--- src/rtl/arb2_4_pkg.sv ---
// Shared definitions for the two-requester round-robin arbiter: output-stage
// state encoding and the source codes carried on sel/out_src.
package arb2_4_pkg;

  typedef enum logic {
    ST_EMPTY = 1'b0,
    ST_FULL  = 1'b1
  } state_e;

  localparam logic SRC_A = 1'b0;
  localparam logic SRC_B = 1'b1;

endpackage

--- src/rtl/arb2_4_mux2_4.sv ---
// Operand selector feeding the shared output register: sel = 0 picks a, 1 picks b.
module mux2_4 #(
  parameter int WIDTH = 4
) (
  input  logic             sel,
  input  logic [WIDTH-1:0] a,
  input  logic [WIDTH-1:0] b,
  output logic [WIDTH-1:0] y
);

  assign y = sel ? b : a;

endmodule

--- src/rtl/arb2_4.sv ---
// Two-requester round-robin arbiter driving a single registered output slot,
// with a wrapping count of accepted requester transfers.
module arb2_4
  import arb2_4_pkg::*;
#(
  parameter int WIDTH = 4,
  parameter int CNTW  = 8
) (
  input  logic             clk,
  input  logic             rst,
  input  logic             req_a,
  input  logic [WIDTH-1:0] data_a,
  input  logic             req_b,
  input  logic [WIDTH-1:0] data_b,
  output logic             gnt_a,
  output logic             gnt_b,
  output logic             sel,
  output logic             out_valid,
  input  logic             out_ready,
  output logic [WIDTH-1:0] out_data,
  output logic             out_src,
  output logic [CNTW-1:0]  xfer_cnt
);

  state_e           state_q, state_d;
  logic [WIDTH-1:0] out_data_q, out_data_d;
  logic             out_src_q, out_src_d;
  logic             sel_q, sel_d;
  logic             prio_q, prio_d;
  logic [CNTW-1:0]  cnt_q, cnt_d;

  logic             slot_open;
  logic             xfer;
  logic             out_fire;
  logic [WIDTH-1:0] mux_data;

  // Grants are purely combinational; a tie goes to the side prio names.
  always_comb begin
    slot_open = !out_valid || out_ready;
    gnt_a     = 1'b0;
    gnt_b     = 1'b0;
    if (!rst && slot_open) begin
      if (req_a && req_b) begin
        if (prio_q == SRC_A) gnt_a = 1'b1;
        else                 gnt_b = 1'b1;
      end else begin
        gnt_a = req_a;
        gnt_b = req_b;
      end
    end
    if (gnt_b)      sel = SRC_B;
    else if (gnt_a) sel = SRC_A;
    else            sel = sel_q;
    xfer     = gnt_a || gnt_b;
    out_fire = out_valid && out_ready;
  end

  mux2_4 #(
    .WIDTH(WIDTH)
  ) u_mux (
    .sel(sel),
    .a  (data_a),
    .b  (data_b),
    .y  (mux_data)
  );

  always_comb begin
    sel_d      = sel;
    out_data_d = out_data_q;
    out_src_d  = out_src_q;
    prio_d     = prio_q;
    cnt_d      = cnt_q;
    if (xfer) begin
      out_data_d = mux_data;
      out_src_d  = sel;
      prio_d     = ~sel;
      cnt_d      = cnt_q + CNTW'(1);
    end
  end

  always_ff @(posedge clk) begin
    if (rst) begin
      state_q    <= ST_EMPTY;
      out_data_q <= '0;
      out_src_q  <= SRC_A;
      sel_q      <= SRC_A;
      prio_q     <= SRC_A;
      cnt_q      <= '0;
    end else begin
      state_q    <= state_d;
      out_data_q <= out_data_d;
      out_src_q  <= out_src_d;
      sel_q      <= sel_d;
      prio_q     <= prio_d;
      cnt_q      <= cnt_d;
    end
  end

  // A simultaneous transfer and drain keeps the slot full for back-to-back throughput.
  always_comb begin
    state_d = state_q;
    case (state_q)
      ST_EMPTY: if (xfer) state_d = ST_FULL;
      ST_FULL:  if (out_fire && !xfer) state_d = ST_EMPTY;
      default:  state_d = ST_EMPTY;
    endcase
  end

  always_comb begin
    out_valid = (state_q == ST_FULL);
  end

  assign out_data = out_data_q;
  assign out_src  = out_src_q;
  assign xfer_cnt = cnt_q;

endmodule

--- config.mk ---
export PLATFORM = sky130hd
export DESIGN_NAME = arb2_4
export DESIGN_NICKNAME = d
export VERILOG_FILES = /design/src/rtl/arb2_4_pkg.sv /design/src/rtl/arb2_4_mux2_4.sv /design/src/rtl/arb2_4.sv
export SDC_FILE = /design/constraint.sdc
export NUM_CORES = 1
export LEC_CHECK = 0
export CAP_MARGIN = 10
export CORE_MARGIN = 2
export CORE_UTILIZATION = 45
export DETAILED_ROUTE_END_ITERATION = 10
export GPL_ROUTABILITY_DRIVEN = 0
export PLACE_DENSITY = 0.8
export REMOVE_ABC_BUFFERS = 1
export SETUP_SLACK_MARGIN = 0.4
export SKIP_CTS_REPAIR_TIMING = 1
export SLEW_MARGIN = 5
export SYNTH_ARGS = -nofsm -noshare
export SYNTH_HDL_FRONTEND = slang
export SYNTH_SLANG_ARGS = --single-unit
export TNS_END_PERCENT = 20
--- constraint.sdc ---
create_clock -name clk -period 2.21 [get_ports clk]
set_clock_uncertainty 0.1 [all_clocks]
set_input_delay 0.3315 -clock clk [delete_from_list [all_inputs] [get_ports clk]]
set_output_delay 0.3315 -clock clk [all_outputs]
set_load 0.05 [all_outputs]
After elaboration in Yosys (flattened, before gate mapping)
Cells that the tools add are included.

operators by class
  $add $sub $neg = 1
  mux-type cells = 12
  bitwise gates (word level) = 2
  reduce and logical (&&, ||, !) cells = 9

operators with widths
  operator                                                        number
  1-bit two-way mux                                               10
  8-bit by 1-bit adder with 8-bit output (second input constant)  1
  1-bit logical AND                                               4
  4-bit two-way mux                                               1
  1-bit zero test                                                 3
  1-bit logical OR                                                2
  1-bit NOT                                                       2
  1-bit case mux with 2 select lines                              1

storage, ports and cells
  register bits after elaboration = 16
  bits of input ports = 13
  output and inout bits = 17
  logic and storage cells = 30

Longest topological paths before layout
Gate-level depths: netlist of run 1.

  depth in word-level cells = 9
  mapped depth = 5
  mapped depth without buffers = 4

Modules after synthesis
A second synthesis of run 1 with hierarchy kept.

second synthesis, totals
  cells, all modules = 81
  area total of the unflattened synthesis = 762.0 um^2

by module, submodules not included
  module  times used  cells an instance  area each (um^2)  seq. area each (um^2)
  arb2_4  1           77                 716.9             320.3
  mux2_4  1           4                  45.0              0.0

Worst setup path before layout of run 1
Ideal clock, no wire load.

  path type = register -> output
  from = reg state_q, in the netlist out_valid
  to = out sel
  arrival = 2342 ps
  required time = 1779 ps
  slack = -563 ps
  stages on the path, launching flop included = 6
  path buffers = 2
  cell sequence = dfxtp_1 nor2b_4 buf_6 buf_6 nor4b_2 a21o_1

on the way
  elaborated cells between the ends (all ways) = 7
  those cells by class = 4 x mux; 3 x reduce/logical

RTL lines
  item                      RTL line      RTL
  start: declaration        arb2_4.sv:25  state_e state_q, state_d;
  start signal: assignment  arb2_4.sv:90  state_q <= state_d;
  1-bit zero test           arb2_4.sv:39  slot_open = !out_valid || out_ready;
  1-bit logical OR          arb2_4.sv:39
  1-bit logical AND         arb2_4.sv:42  if (!rst && slot_open) begin
  1-bit two-way mux         arb2_4.sv:42
  named net gnt_b           arb2_4.sv:16  output logic gnt_b,
  1-bit two-way mux         arb2_4.sv:51  if (gnt_b) sel = SRC_B;
  end: declaration          arb2_4.sv:17  output logic sel,

The timed path passes the listed nets, and every way through them passes these cells.

Final worst setup path of run 1
  from = reg cnt_q[1], in the netlist xfer_cnt[1]
  to = out xfer_cnt[1]

RTL lines
  item                      RTL line      RTL
  start: declaration        arb2_4.sv:30  logic [CNTW-1:0] cnt_q, cnt_d;
  start signal: assignment  arb2_4.sv:95  cnt_q <= cnt_d;
  end: declaration          arb2_4.sv:22  output logic [CNTW-1:0] xfer_cnt

No word-level cell between the ends.

==> summary.md, run 1 <==
| Metric | Value |
|---|---|
| Net switching power figure | 0.232 mW |
| CP max FO | 5 |
| Rows | 15 |
| Total Routing Usage GR | 20.4% |
| First-pass GRT wire length | 3130 um |
| CP delay by family, top | buffers and inverters |
| Largest net degree at the start of global routing | 13 |
| Sequential-to-total area share from yosys stat | 37.6% |
| GRT overflow | 0 |
| Vias in the first global route | 713 |
| Routed Antenna Nets | 0 |
| Core footprint | 1750 sq um |
| Fin nets | 144 |
| Synth cell types | 30 |
| Max stage delay on crit path | 0.83 ns |
| Layout overhead on the synthesized area | 50.4% |
| PortBufs | 29 |
| Final core occ | 73.4% |
| Residual DRC | 0 |
| Worst-Margin Slew | 0.624 ns |
| Final Hold Fails | 0 |
| Ant. Diodes | 0 |
| Synth warn | 0 |
| Max IR drop VDD | 0.380 mV |
| Max-cap violations | 0 |
| Die width | 47.5 um |
| Mapped cell area | 852 sq um |
| Cells after Synth | 94 |
| Worst-case clock buffer depth | 2 |
| Dpl cell area | 1180 sq um |
| Clock root buffer | clkbuf_4 |
| Leakage | 0.531 nW |
| CP endpoint kind | output pin |
| Tmin final | 1.97 ns |
| Layout cells sized above 1 | 23.3% |
| Period utilization | 89.2% |
| WP data arrival | 1.54 ns |
| Setup violations, final | 0 |
| Combinational Power Share | 28.8% |
| Pint | 0.495 mW |
| P per Cell Area | 567 nW/um^2 |
| Initial antenna violation count | 0 |
| Fmax | 0.507 GHz |
| Die area | 2260 sq um |
| Sw Share | 31.9% |
| Final Cell Area | 1280 sq um |
| Placement Setup Slack | 0.0419 ns |
| Routed vias | 818 |
| Critical-path top delay cell | clkdlybuf4s50_1 |
| Vias per std cell | 5.31 |
| Worst Path Required | 1.78 ns |
| Seq pwr share | 44.1% |
| Htree depth | 1 |
| Avg WL per Cell | 13.9 um |
| Die Ht | 47.5 um |
| Crit path cell chain | clkdlybuf4s50_1 |
| Worst Setup Start Kind | flip-flop |
| Pins Over Slew Limit | 0 |
| Initial Utilization | 48.8% |
| Clock sink count | 16 |
| Number of synthesized register bits | 16 |
| Unrepaired setup endpoints after global routing | true |
| Fin worst setup slack | 0.239 ns |
| Average size of a mapped cell | 9.06 sq um |
| DPL Wire Length | 1510 um |
| Clk pwr share | 27.1% |
| Status | finished, final reports clean |
| CTS tree | yes |
| Max-Slew Margin vs Limit | 58.3% |
| Num CTS Buffers | 3 |
| Number of buffers and inverters on the critical path | 1 |
| Drt first pass iters | 4 |
| Final hold slack | 0.284 ns |
| Final WL | 2140 um |
| Hold Crit Class | in2reg |
| Worst skew pair latency | 0.29 ns |
| CP Class | reg2out |
| Worst-path clk slew | 0.09 ns |
| IO Count | 30 |
| DRT iter0 DRCs | 16 |
## layout by cell type (no fill, tap or decap), types with 2 or more instances in the layout
| cell type | n |
|---|---|
| clkdlybuf4s50_1 | 21 |
| dfxtp_1 | 14 |
| a21oi_1 | 11 |
| buf_4 | 9 |
| inv_1 | 6 |
| nor2_1 | 6 |
| nor2b_1 | 5 |
| mux2_2 | 5 |
| dlymetal6s2s_1 | 5 |
| o21ai_0 | 4 |
| a2111oi_0 | 4 |
| a2111oi_1 | 4 |
| nor4_1 | 3 |
| nand2_1 | 3 |
| clkbuf_4 | 3 |
| nand3_1 | 2 |
| buf_12 | 2 |
## kinds of logic (layout without fill, tap and decap cells)
group	after synthesis	after routing	share of synthesized area [%]
buf+inv	13	48	8.81
flops	16	16	37.6
compound gates	27	27	21.0
simple gates	32	32	24.5
mux	5	5	6.61
fa+ha+maj	1	1	1.47
## per-layer routing
layer  share of wire, %  vias up  wire length (um)  track usage, %
li1                   -      418                 -               -
met2                 50       23              1080            33.5
met5                  0        -                 0               0
met4                1.4        0                31            10.6
met3                4.5        4                96            6.42
met1                 44      373               937            23.6
## sequential cells by signal (all words and copies together) (netlist names)
| register | count |
|---|---|
| xfer_cnt | 8 |
| out_valid | 1 |
| out_data | 4 |
| out_src | 1 |
| prio_q | 1 |
| sel_q | 1 |
## synth_stat cells
cell type | instances | area share (%)
nand2_1 | 3 | 1.3
nand3_1 | 2 | 1.2
buf_6 | 3 | 4.0
nor4b_2 | 2 | 3.5
mux2_2 | 5 | 6.6
or2_2 | 1 | 0.73
buf_1 | 1 | 0.44
nor2_1 | 6 | 2.6
or4_1 | 1 | 0.88
nor2b_4 | 1 | 1.6
nand4_1 | 1 | 0.73
a311oi_1 | 1 | 1.0
a2111oi_0 | 4 | 4.1
nor4b_1 | 1 | 1.0
nor2b_1 | 5 | 3.7
nor2b_2 | 1 | 1.0
nor4_1 | 3 | 2.2
or3_1 | 2 | 1.5
a2111oi_1 | 4 | 4.7
buf_2 | 3 | 1.8
o31ai_1 | 1 | 0.88
inv_1 | 6 | 2.6
nand3b_1 | 1 | 0.88
nand2b_1 | 1 | 0.73
a21o_1 | 1 | 0.88
a21oi_1 | 12 | 7.0
o21ai_0 | 4 | 2.3
ha_1 | 1 | 1.5
nor3b_1 | 1 | 0.88
dfxtp_1 | 16 | 38
## cell type report
| class | count | area (sq um) |
|---|---|---|
| Fill cell | 140 | 464 |
| Inverter | 6 | 22.5 |
| Multi-Input combinational cell | 65 | 474 |
| Clock buffer | 4 | 36.3 |
| Tap cell | 25 | 31.3 |
| Sequential cell | 16 | 325 |
| Timing Repair Buffer | 38 | 392 |
## per-stage QoR
| stage | power, mW | TNS, ns | cells |
|---|---|---|---|
| after floorplan | 0.435 | -0.415 | 87 |
| after global placement | 0.521 | 0 | 147 |
| after detailed placement | 0.524 | 0 | 147 |
| after CTS | 0.720 | 0 | 151 |
| after global routing | 0.757 | 0 | 154 |
| final | 0.727 | 0 | 154 |
## power groups by stage
stage / Sequential (mW) / Combinational [mW] / Clock [mW]
5_1_grt: 0.323 / 0.221 / 0.213
2_1_floorplan: 0.372 / 0.0623 / 0
4_1_cts: 0.320 / 0.199 / 0.201
6_report: 0.320 / 0.210 / 0.197
3_3_place_gp: 0.326 / 0.195 / 0
3_5_place_dp: 0.326 / 0.198 / 0
## path summary, 6_finish.rpt
check	startpoint	endpoint	slack, ns	cells past startpoint
max reg2reg	out_valid	out_data[3]	0.63	5
min reg2reg	sel_q	sel_q	0.39	2
min	rst	prio_q	0.28	2
max	xfer_cnt[1]	xfer_cnt[1]	0.24	1
(Power assumes the default switching activity.)
==> run 2, diff against run 1 <==
--- a/config.mk
+++ b/config.mk
@@ -5,6 +5,7 @@
 export SDC_FILE = /design/constraint.sdc
 export NUM_CORES = 1
 export LEC_CHECK = 0
+export ABC_AREA = 0
 export CAP_MARGIN = 10
 export CORE_MARGIN = 2
 export CORE_UTILIZATION = 45
==> results of run 2 <==
Same layout as run 1: the final DEF is identical, and so are final timing and power.
